--- src/rtl/aim65_dma_pkg.sv ---
// Shared constants for the AIM65 RAM DMA engine: operation modes and FSM state encoding.
package aim65_dma_pkg;

    localparam logic [1:0] MODE_LOAD = 2'b00;
    localparam logic [1:0] MODE_FILL = 2'b01;
    localparam logic [1:0] MODE_DUMP = 2'b10;
    localparam logic [1:0] MODE_RSVD = 2'b11;

    typedef enum logic [2:0] {
        StIdle   = 3'd0,
        StLoad   = 3'd1,
        StFill   = 3'd2,
        StRdAddr = 3'd3,
        StRdCap  = 3'd4,
        StRdOut  = 3'd5,
        StDone   = 3'd6
    } dma_state_e;

endpackage

--- src/rtl/ram_dma.sv ---
// RAM bus initiator: streams bytes into RAM (LOAD), writes a constant (FILL) or streams a
// contiguous range back out (DUMP). Drives the RAM port only while busy.
module ram_dma
    import aim65_dma_pkg::*;
#(
    parameter int unsigned ADDR_WIDTH = 16,
    parameter int unsigned DATA_WIDTH = 8
) (
    input  logic                  clk,
    input  logic                  reset,
    input  logic                  start,
    input  logic [1:0]            mode,
    input  logic [ADDR_WIDTH-1:0] base_addr,
    input  logic [ADDR_WIDTH:0]   length,
    input  logic [DATA_WIDTH-1:0] fill_value,
    output logic                  busy,
    output logic                  done,
    input  logic [DATA_WIDTH-1:0] s_data,
    input  logic                  s_valid,
    output logic                  s_ready,
    output logic [DATA_WIDTH-1:0] m_data,
    output logic                  m_valid,
    input  logic                  m_ready,
    output logic                  ram_cs,
    output logic [ADDR_WIDTH-1:0] ram_addr,
    output logic                  ram_rw,
    output logic [DATA_WIDTH-1:0] ram_wdata,
    input  logic [DATA_WIDTH-1:0] ram_rdata
);

    localparam logic [ADDR_WIDTH:0] LastCnt = {{ADDR_WIDTH{1'b0}}, 1'b1};

    dma_state_e            state_q;
    logic [ADDR_WIDTH-1:0] addr_q;
    logic [ADDR_WIDTH:0]   remain_q;
    logic [DATA_WIDTH-1:0] fill_q;
    logic [DATA_WIDTH-1:0] m_data_q;
    logic                  m_valid_q;
    logic                  wr_en;
    logic                  rd_en;

    always_ff @(posedge clk or posedge reset) begin
        if (reset) begin
            state_q   <= StIdle;
            addr_q    <= '0;
            remain_q  <= '0;
            fill_q    <= '0;
            m_data_q  <= '0;
            m_valid_q <= 1'b0;
        end else begin
            unique case (state_q)
                StIdle: begin
                    if (start) begin
                        addr_q   <= base_addr;
                        remain_q <= length;
                        fill_q   <= fill_value;
                        if (length == '0) begin
                            state_q <= StDone;
                        end else begin
                            case (mode)
                                MODE_LOAD: state_q <= StLoad;
                                MODE_FILL: state_q <= StFill;
                                MODE_DUMP: state_q <= StRdAddr;
                                MODE_RSVD: state_q <= StDone;
                            endcase
                        end
                    end
                end
                StLoad: begin
                    if (s_valid) begin
                        addr_q   <= addr_q + 1'b1;
                        remain_q <= remain_q - 1'b1;
                        if (remain_q == LastCnt) state_q <= StDone;
                    end
                end
                StFill: begin
                    addr_q   <= addr_q + 1'b1;
                    remain_q <= remain_q - 1'b1;
                    if (remain_q == LastCnt) state_q <= StDone;
                end
                StRdAddr: state_q <= StRdCap;
                StRdCap: begin
                    // RAM output is registered, so the byte addressed in RD_ADDR is valid now
                    m_data_q  <= ram_rdata;
                    m_valid_q <= 1'b1;
                    addr_q    <= addr_q + 1'b1;
                    remain_q  <= remain_q - 1'b1;
                    state_q   <= StRdOut;
                end
                StRdOut: begin
                    if (m_valid_q && m_ready) begin
                        m_valid_q <= 1'b0;
                        state_q   <= (remain_q != '0) ? StRdAddr : StDone;
                    end
                end
                StDone:  state_q <= StIdle;
                default: state_q <= StIdle;
            endcase
        end
    end

    assign wr_en = ((state_q == StLoad) && s_valid) || (state_q == StFill);
    assign rd_en = (state_q == StRdAddr);

    assign busy     = (state_q != StIdle);
    assign done     = (state_q == StDone);
    assign s_ready  = (state_q == StLoad);
    assign m_data   = m_data_q;
    assign m_valid  = m_valid_q;
    assign ram_cs   = wr_en || rd_en;
    assign ram_rw   = ~wr_en;
    assign ram_addr = addr_q;

    always_comb begin
        ram_wdata = '0;
        if (state_q == StLoad) begin
            ram_wdata = s_data;
        end else if (state_q == StFill) begin
            ram_wdata = fill_q;
        end
    end

endmodule

--- config.mk ---
export PLATFORM = sky130hd
export DESIGN_NAME = ram_dma
export DESIGN_NICKNAME = d
export VERILOG_FILES = /design/src/rtl/aim65_dma_pkg.sv /design/src/rtl/ram_dma.sv
export SDC_FILE = /design/constraint.sdc
export NUM_CORES = 1
export LEC_CHECK = 0
export CAP_MARGIN = 15
export CORE_MARGIN = 2
export CORE_UTILIZATION = 49
export CTS_BUF_LIST = sky130_fd_sc_hd__clkbuf_4 sky130_fd_sc_hd__clkbuf_8
export DETAILED_ROUTE_END_ITERATION = 16
export GPL_ROUTABILITY_DRIVEN = 0
export PLACE_DENSITY_LB_ADDON = 0.1
export SLEW_MARGIN = 30
export SYNTH_ARGS = -nofsm -noshare
export SYNTH_HDL_FRONTEND = slang
export SYNTH_SLANG_ARGS = --single-unit
--- constraint.sdc ---
create_clock -name clk -period 2.4 [get_ports clk]
set_input_delay 0.24 -clock clk [delete_from_list [all_inputs] [get_ports clk]]
set_output_delay 0.24 -clock clk [all_outputs]
set_load 0.05 [all_outputs]
==> results.sh, run 1 <==
export IMPL_status="complete, no violations"
export IMPL_drcViolationCount=0
export IMPL_irDropWorstVdd_mv=0.985
export IMPL_grt_pass1_vias=3114
export IMPL_hold_violations=0
export IMPL_design_area_um2=4600
export IMPL_die_h_um=86.3
export IMPL_critPathArrivalTime_ns=2.05
export IMPL_ys_ff_latch=53
export IMPL_maxCapViolations=0
export IMPL_async_flop_share_pct=100
export IMPL_synth_edf_count=0
export IMPL_setup_worst_path_class="reg2out"
export IMPL_drt_pre_antenna_iters=5
export IMPL_critPathMaxFanout=16
export IMPL_antenna_found_initial=0
export IMPL_syn_to_final_growth_pct=38.6
export IMPL_die_area_um2=7450
export IMPL_routed_wirelength_mm=9.17
export IMPL_syn_area_um2=3320
export IMPL_synth_top_area_share_pct=40.0
export IMPL_fmax_mhz=436
export IMPL_synth_ff_type="dfrtp_1"
export IMPL_vias=3273
export IMPL_syn_nets=432
export IMPL_worst_slack_ns=0.105
export IMPL_grt_overflow_total=0
export IMPL_cts_tree="yes"
export IMPL_cellPowerDensity_nw_per_um2=1570
export IMPL_core_area_um2=6460
export IMPL_path_clk_slew_ns=0.10
export IMPL_end_kind="output pin"
export IMPL_rows=29
export IMPL_h_tree_depth=2
export IMPL_drive_gt1_share_pct=15.1
export IMPL_hpwl_mm=6.57
export IMPL_fin_nets=530
export IMPL_worst_pin_slew_ns=0.701
export IMPL_die_w_um=86.3
export IMPL_r2r_end="remain_q[14]"
export IMPL_post_cts_setup_buffer_count=0
export IMPL_syn_avg_cell_area_um2=9.12
export IMPL_grt_pass1_wl_mm=15.1
export IMPL_start_util_pct=51.4
export IMPL_required_ns=2.16
export IMPL_finalCritPeriodShare_pct=95.6
export IMPL_synth_warnings=0
export IMPL_rrSetupSlack_ns=0.32
export IMPL_slew_viol_final=0
export IMPL_rsz0062_at_grt="no"
export IMPL_holdWs_ns=0.447
export IMPL_postCtsHoldBufs=0
export IMPL_numCtsBuffers=5
export IMPL_grt_max_degree=54
export IMPL_wire_per_inst_um=17.0
export IMPL_cts_root_buffer="clkbuf_8"
export IMPL_setup_viol=0
export IMPL_min_period_ns=2.29
export IMPL_worst_setup_path_start_kind="flip-flop"
export IMPL_layout_commonest_cell="clkdlybuf4s50_1"
export IMPL_synth_top_area_cell="dfrtp_1"
export IMPL_track_usage_pct=25.0
export IMPL_via_per_inst=6.06
export IMPL_final_cell_mix="clkdlybuf4s50_1, dfrtp_1, nor2_1"
export IMPL_clock_sinks=53
export IMPL_synth_cell_type_count=64
export IMPL_numPortBuffers=101
export IMPL_ys_seq_area_share_pct=40.0
export IMPL_fin_tns_setup_ns=0
export IMPL_hp_class="in2async"
export IMPL_cts_path_max_buffers=2
export IMPL_yosys_top_cells_area="dfrtp_1, mux2_2, a21oi_1"
export IMPL_finClkSkew_ns=0.00682
export IMPL_ant_nets=0
export IMPL_syn_inst=364
export IMPL_fin_util_pct=71.2
export IMPL_slew_headroom_pct=53.2
export IMPL_diodes=0
export IMPL_num_io_pins=102
export IMPL_reg2regPathDepth=7
export IMPL_clk_latency_ns=0.31
export IMPL_detail_route_iter0_violations=247
export IMPL_place_ws_ns=0.184
export IMPL_r2r_start="remain_q[0]"
export IMPL_p_leak_uw=0.00184
export IMPL_placed_area_um2=4480
## cell usage after synthesis (4+ instances only)
library cell	n
dfrtp_1	53
nor2_1	35
a21oi_1	34
o21ai_0	21
mux2_2	16
nand2_1	16
a22oi_1	12
clkbuf_1	12
o21ai_1	12
nor3_1	10
inv_1	9
nand3_1	9
and3_1	8
nor4_1	8
buf_2	7
nand4_1	7
a31oi_1	6
o22ai_1	6
ha_1	4
o22a_1	4
o31a_1	4
## repair_timing
item                                   CTS  global route
endpoints found under the hold margin    0             0
gates resized for setup                  0             3
setup endpoints to repair                0             5
## cells by family after synthesis
| family | after synthesis | share of synthesized area (%) |
|---|---|---|
| AND/OR/NAND/NOR | 124 | 20.7 |
| buffers and inverters | 35 | 5.62 |
| adder cells (fa/ha/maj) | 4 | 1.51 |
| multiplexers | 18 | 6.03 |
| AO/OA/AOI/OAI | 130 | 26.2 |
| flip-flops | 53 | 40.0 |
## sequential cells by signal, indices dropped and copies added, names as in the netlist
name and count:
state_q 3, ram_addr 16, m_data 8, fill_q 8, m_valid 1, remain_q 17
## how the worst max path moves through the flow
stage	start	end	cells after the start
after floorplan	state_q[1]	ram_wdata[0]	4
after global placement	length[9]	state_q[1]	6
after detailed placement	length[9]	state_q[1]	6
after CTS	state_q[1]	ram_rw	5
after global routing	state_q[2]	s_ready	3
final	state_q[2]	s_ready	3
## critical path, stage by stage (launching register included)
cell and delay (ns):
dfrtp_1 0.59, buf_4 0.26, nor2_1 0.09, clkdlybuf4s50_1 0.80
## where the power goes
group | leakage, µW | internal (µW) | switching (µW)
Combinational | 0.00116 | 1870 | 2850
Clock | 0.0000574 | 340 | 317
Sequential | 0.000621 | 1350 | 506
## cell type report
| cell class | count | area, µm² |
|---|---|---|
| Tap cell | 77 | 96.3 |
| Multi-Input combinational cell | 276 | 1810 |
| Clock buffer | 6 | 82.6 |
| Timing Repair Buffer | 116 | 1210 |
| Inverter | 10 | 37.5 |
| Fill cell | 503 | 1860 |
| Clock inverter | 2 | 37.5 |
| Sequential cell | 53 | 1330 |
## routing by layer
layer	GRT usage, %	routed length, µm	up-vias	part of all wire, %
li1	-	-	1576	-
met1	34.9	3980	1549	43
met2	40.9	4540	140	50
met3	4.38	564	8	6.1
met4	5.97	81	0	0.88
met5	0	0	-	0
## metrics by stage
stage | power [µW] | instances
detailed placement | 6570 | 532
CTS | 7240 | 540
global route | 7710 | 540
global placement | 6470 | 532
finish | 7240 | 540
floorplan | 5150 | 364
Power figures use the tool's default switching activity.
==> inputs of run 2 (changes only) <==
Settings changed: ABC_AREA from default to 1, CAP_MARGIN 15 to 5.
==> results.sh, run 2 <==
export IMPL_slew_headroom_pct=64.2
export IMPL_die_area_um2=7640
export IMPL_postCtsHoldBufs=0
export IMPL_setup_viol=0
export IMPL_antenna_found_initial=0
export IMPL_clock_sinks=53
export IMPL_cts_tree="yes"
export IMPL_worst_pin_slew_ns=0.536
export IMPL_p_leak_uw=0.00223
export IMPL_synth_edf_count=0
export IMPL_grt_pass1_wl_mm=14.6
export IMPL_async_flop_share_pct=100
export IMPL_rows=30
export IMPL_regMostFlops="remain_q"
export IMPL_h_tree_depth=2
export IMPL_synth_top_area_cell="dfrtp_1"
export IMPL_maxCapViolations=0
export IMPL_ant_nets=0
export IMPL_setup_worst_path_class="reg2out"
export IMPL_fmax_mhz=436
export IMPL_synth_cell_type_count=29
export IMPL_track_usage_pct=23.7
export IMPL_synth_warnings=0
export IMPL_vias=3645
export IMPL_syn_area_um2=3410
export IMPL_ys_seq_area_share_pct=38.9
export IMPL_final_cell_mix="nand2_1, clkdlybuf4s50_1, nor2_1"
export IMPL_layout_commonest_cell="nand2_1"
export IMPL_syn_nets=590
export IMPL_finClkSkew_ns=0.0113
export IMPL_cellPowerDensity_nw_per_um2=1620
export IMPL_ys_ff_latch=53
export IMPL_syn_to_final_growth_pct=34.5
export IMPL_worst_setup_path_start_kind="flip-flop"
export IMPL_grt_overflow_total=0
export IMPL_worst_slack_ns=0.109
export IMPL_drcViolationCount=0
export IMPL_clk_latency_ns=0.31
export IMPL_cts_path_max_buffers=2
export IMPL_syn_avg_cell_area_um2=6.53
export IMPL_yosys_top_cells_area="dfrtp_1, nand2_1, nor2_1"
export IMPL_detail_route_iter0_violations=184
export IMPL_diodes=0
export IMPL_die_w_um=87.4
export IMPL_drt_pre_antenna_iters=5
export IMPL_hp_class="in2async"
export IMPL_routed_wirelength_mm=8.63
export IMPL_num_io_pins=102
export IMPL_via_per_inst=5.21
export IMPL_slowest_delay_ns=0.83
export IMPL_place_ws_ns=0.369
export IMPL_fin_nets=687
export IMPL_status="complete, no violations"
export IMPL_post_cts_setup_buffer_count=0
export IMPL_numCtsBuffers=5
export IMPL_path_clk_slew_ns=0.09
export IMPL_largest_reg_flops=17
export IMPL_synth_top_area_share_pct=38.9
export IMPL_drive_gt1_share_pct=6.45
export IMPL_cp_cell_sequence="inv_1 > nand3_2 > inv_2 > clkdlybuf4s50_1"
export IMPL_critPathMaxFanout=10
export IMPL_core_area_um2=6760
export IMPL_wire_per_inst_um=12.3
export IMPL_die_h_um=87.4
export IMPL_irDropWorstVdd_mv=1.04
export IMPL_hold_violations=0
export IMPL_syn_inst=522
export IMPL_slew_viol_final=0
export IMPL_cp_slowest_cell="clkdlybuf4s50_1"
export IMPL_critPathArrivalTime_ns=2.05
export IMPL_grt_max_degree=37
export IMPL_start_util_pct=50.5
export IMPL_fin_tns_setup_ns=0
export IMPL_cts_root_buffer="clkbuf_8"
export IMPL_rsz0062_at_grt="no"
export IMPL_ys_top_cells_by_count="nand2_1, nor2_1, dfrtp_1"
export IMPL_grt_pass1_vias=3329
export IMPL_finalCritPeriodShare_pct=95.5
export IMPL_hpwl_mm=6.36
export IMPL_numPortBuffers=101
export IMPL_end_kind="output pin"
export IMPL_required_ns=2.16
export IMPL_min_period_ns=2.29
export IMPL_cts_resized=0
export IMPL_synthMostInstantiatedCell="nand2_1"
export IMPL_synth_ff_type="dfrtp_1"
## run 2: power breakdown
group	internal (µW)	switching (µW)
Sequential	1370	434
Clock	352	294
Combinational	1650	3350
Total	3380	4070
## run 2: cell families after synthesis
group | synth area share, %
AO/OA/AOI/OAI | 10.3
XOR/XNOR | 1.54
adder cells (fa/ha/maj) | 1.47
buffers and inverters | 8.29
flip-flops | 38.9
AND/OR/NAND/NOR | 39.5
## run 2: critical path: cells and delay by family (launching register included)
| family | cells | cell delay [ns] |
|---|---|---|
| simple gates | 1 | 0.13 |
| buf+inv | 3 | 1.16 |
| flops | 1 | 0.45 |
## run 2: area by class of cell
class / instances / area, µm²
clock inverters: 1 / 30.0
inverters: 48 / 180
clock buffers: 7 / 90.1
flip-flops and latches: 53 / 1330
fillers: 612 / 2170
repair buffers: 107 / 1060
multi-input cells: 404 / 1810
well taps: 80 / 100
## run 2: path summary, 6_finish.rpt
| path | depth (start not counted) | slack (ns) | to | startpoint |
|---|---|---|---|---|
| setup / recovery | 4 | 0.11 | s_ready | state_q[2] |
| hold / removal | 2 | 0.27 | fill_q[3] | reset |
| setup reg to reg | 9 | 0.34 | remain_q[12] | state_q[2] |
| hold reg to reg | 2 | 0.48 | m_data[5] | m_data[5] |
| max in group asynchronous | 3 | 1.59 | ram_addr[4] | reset |
| min in group clk | 3 | 0.46 | m_data[4] | ram_rdata[4] |
## run 2: metrics by stage
step | hold slack (ns) | utilization [%] | cell area, µm² | total power (µW) | cells
3_3_place_gp | 0.463 | 66.1 | 4470 | 6690 | 692
2_1_floorplan | 0.350 | - | 3410 | 5500 | 522
3_5_place_dp | 0.464 | 66.1 | 4470 | 6830 | 692
6_report | 0.274 | 67.9 | 4590 | 7450 | 700
5_1_grt | 0.350 | 67.9 | 4590 | 8130 | 700
4_1_cts | 0.289 | 67.9 | 4590 | 7500 | 700
## run 2: routing by layer
metal | part of all wire, % | GRT usage [%] | up-vias
met1 | 44 | 30.5 | 1668
li1 | - | - | 1844
met5 | 0 | 0 | -
met3 | 6.6 | 4.74 | 14
met4 | 1.1 | 6.01 | 0
met2 | 49 | 40.6 | 119
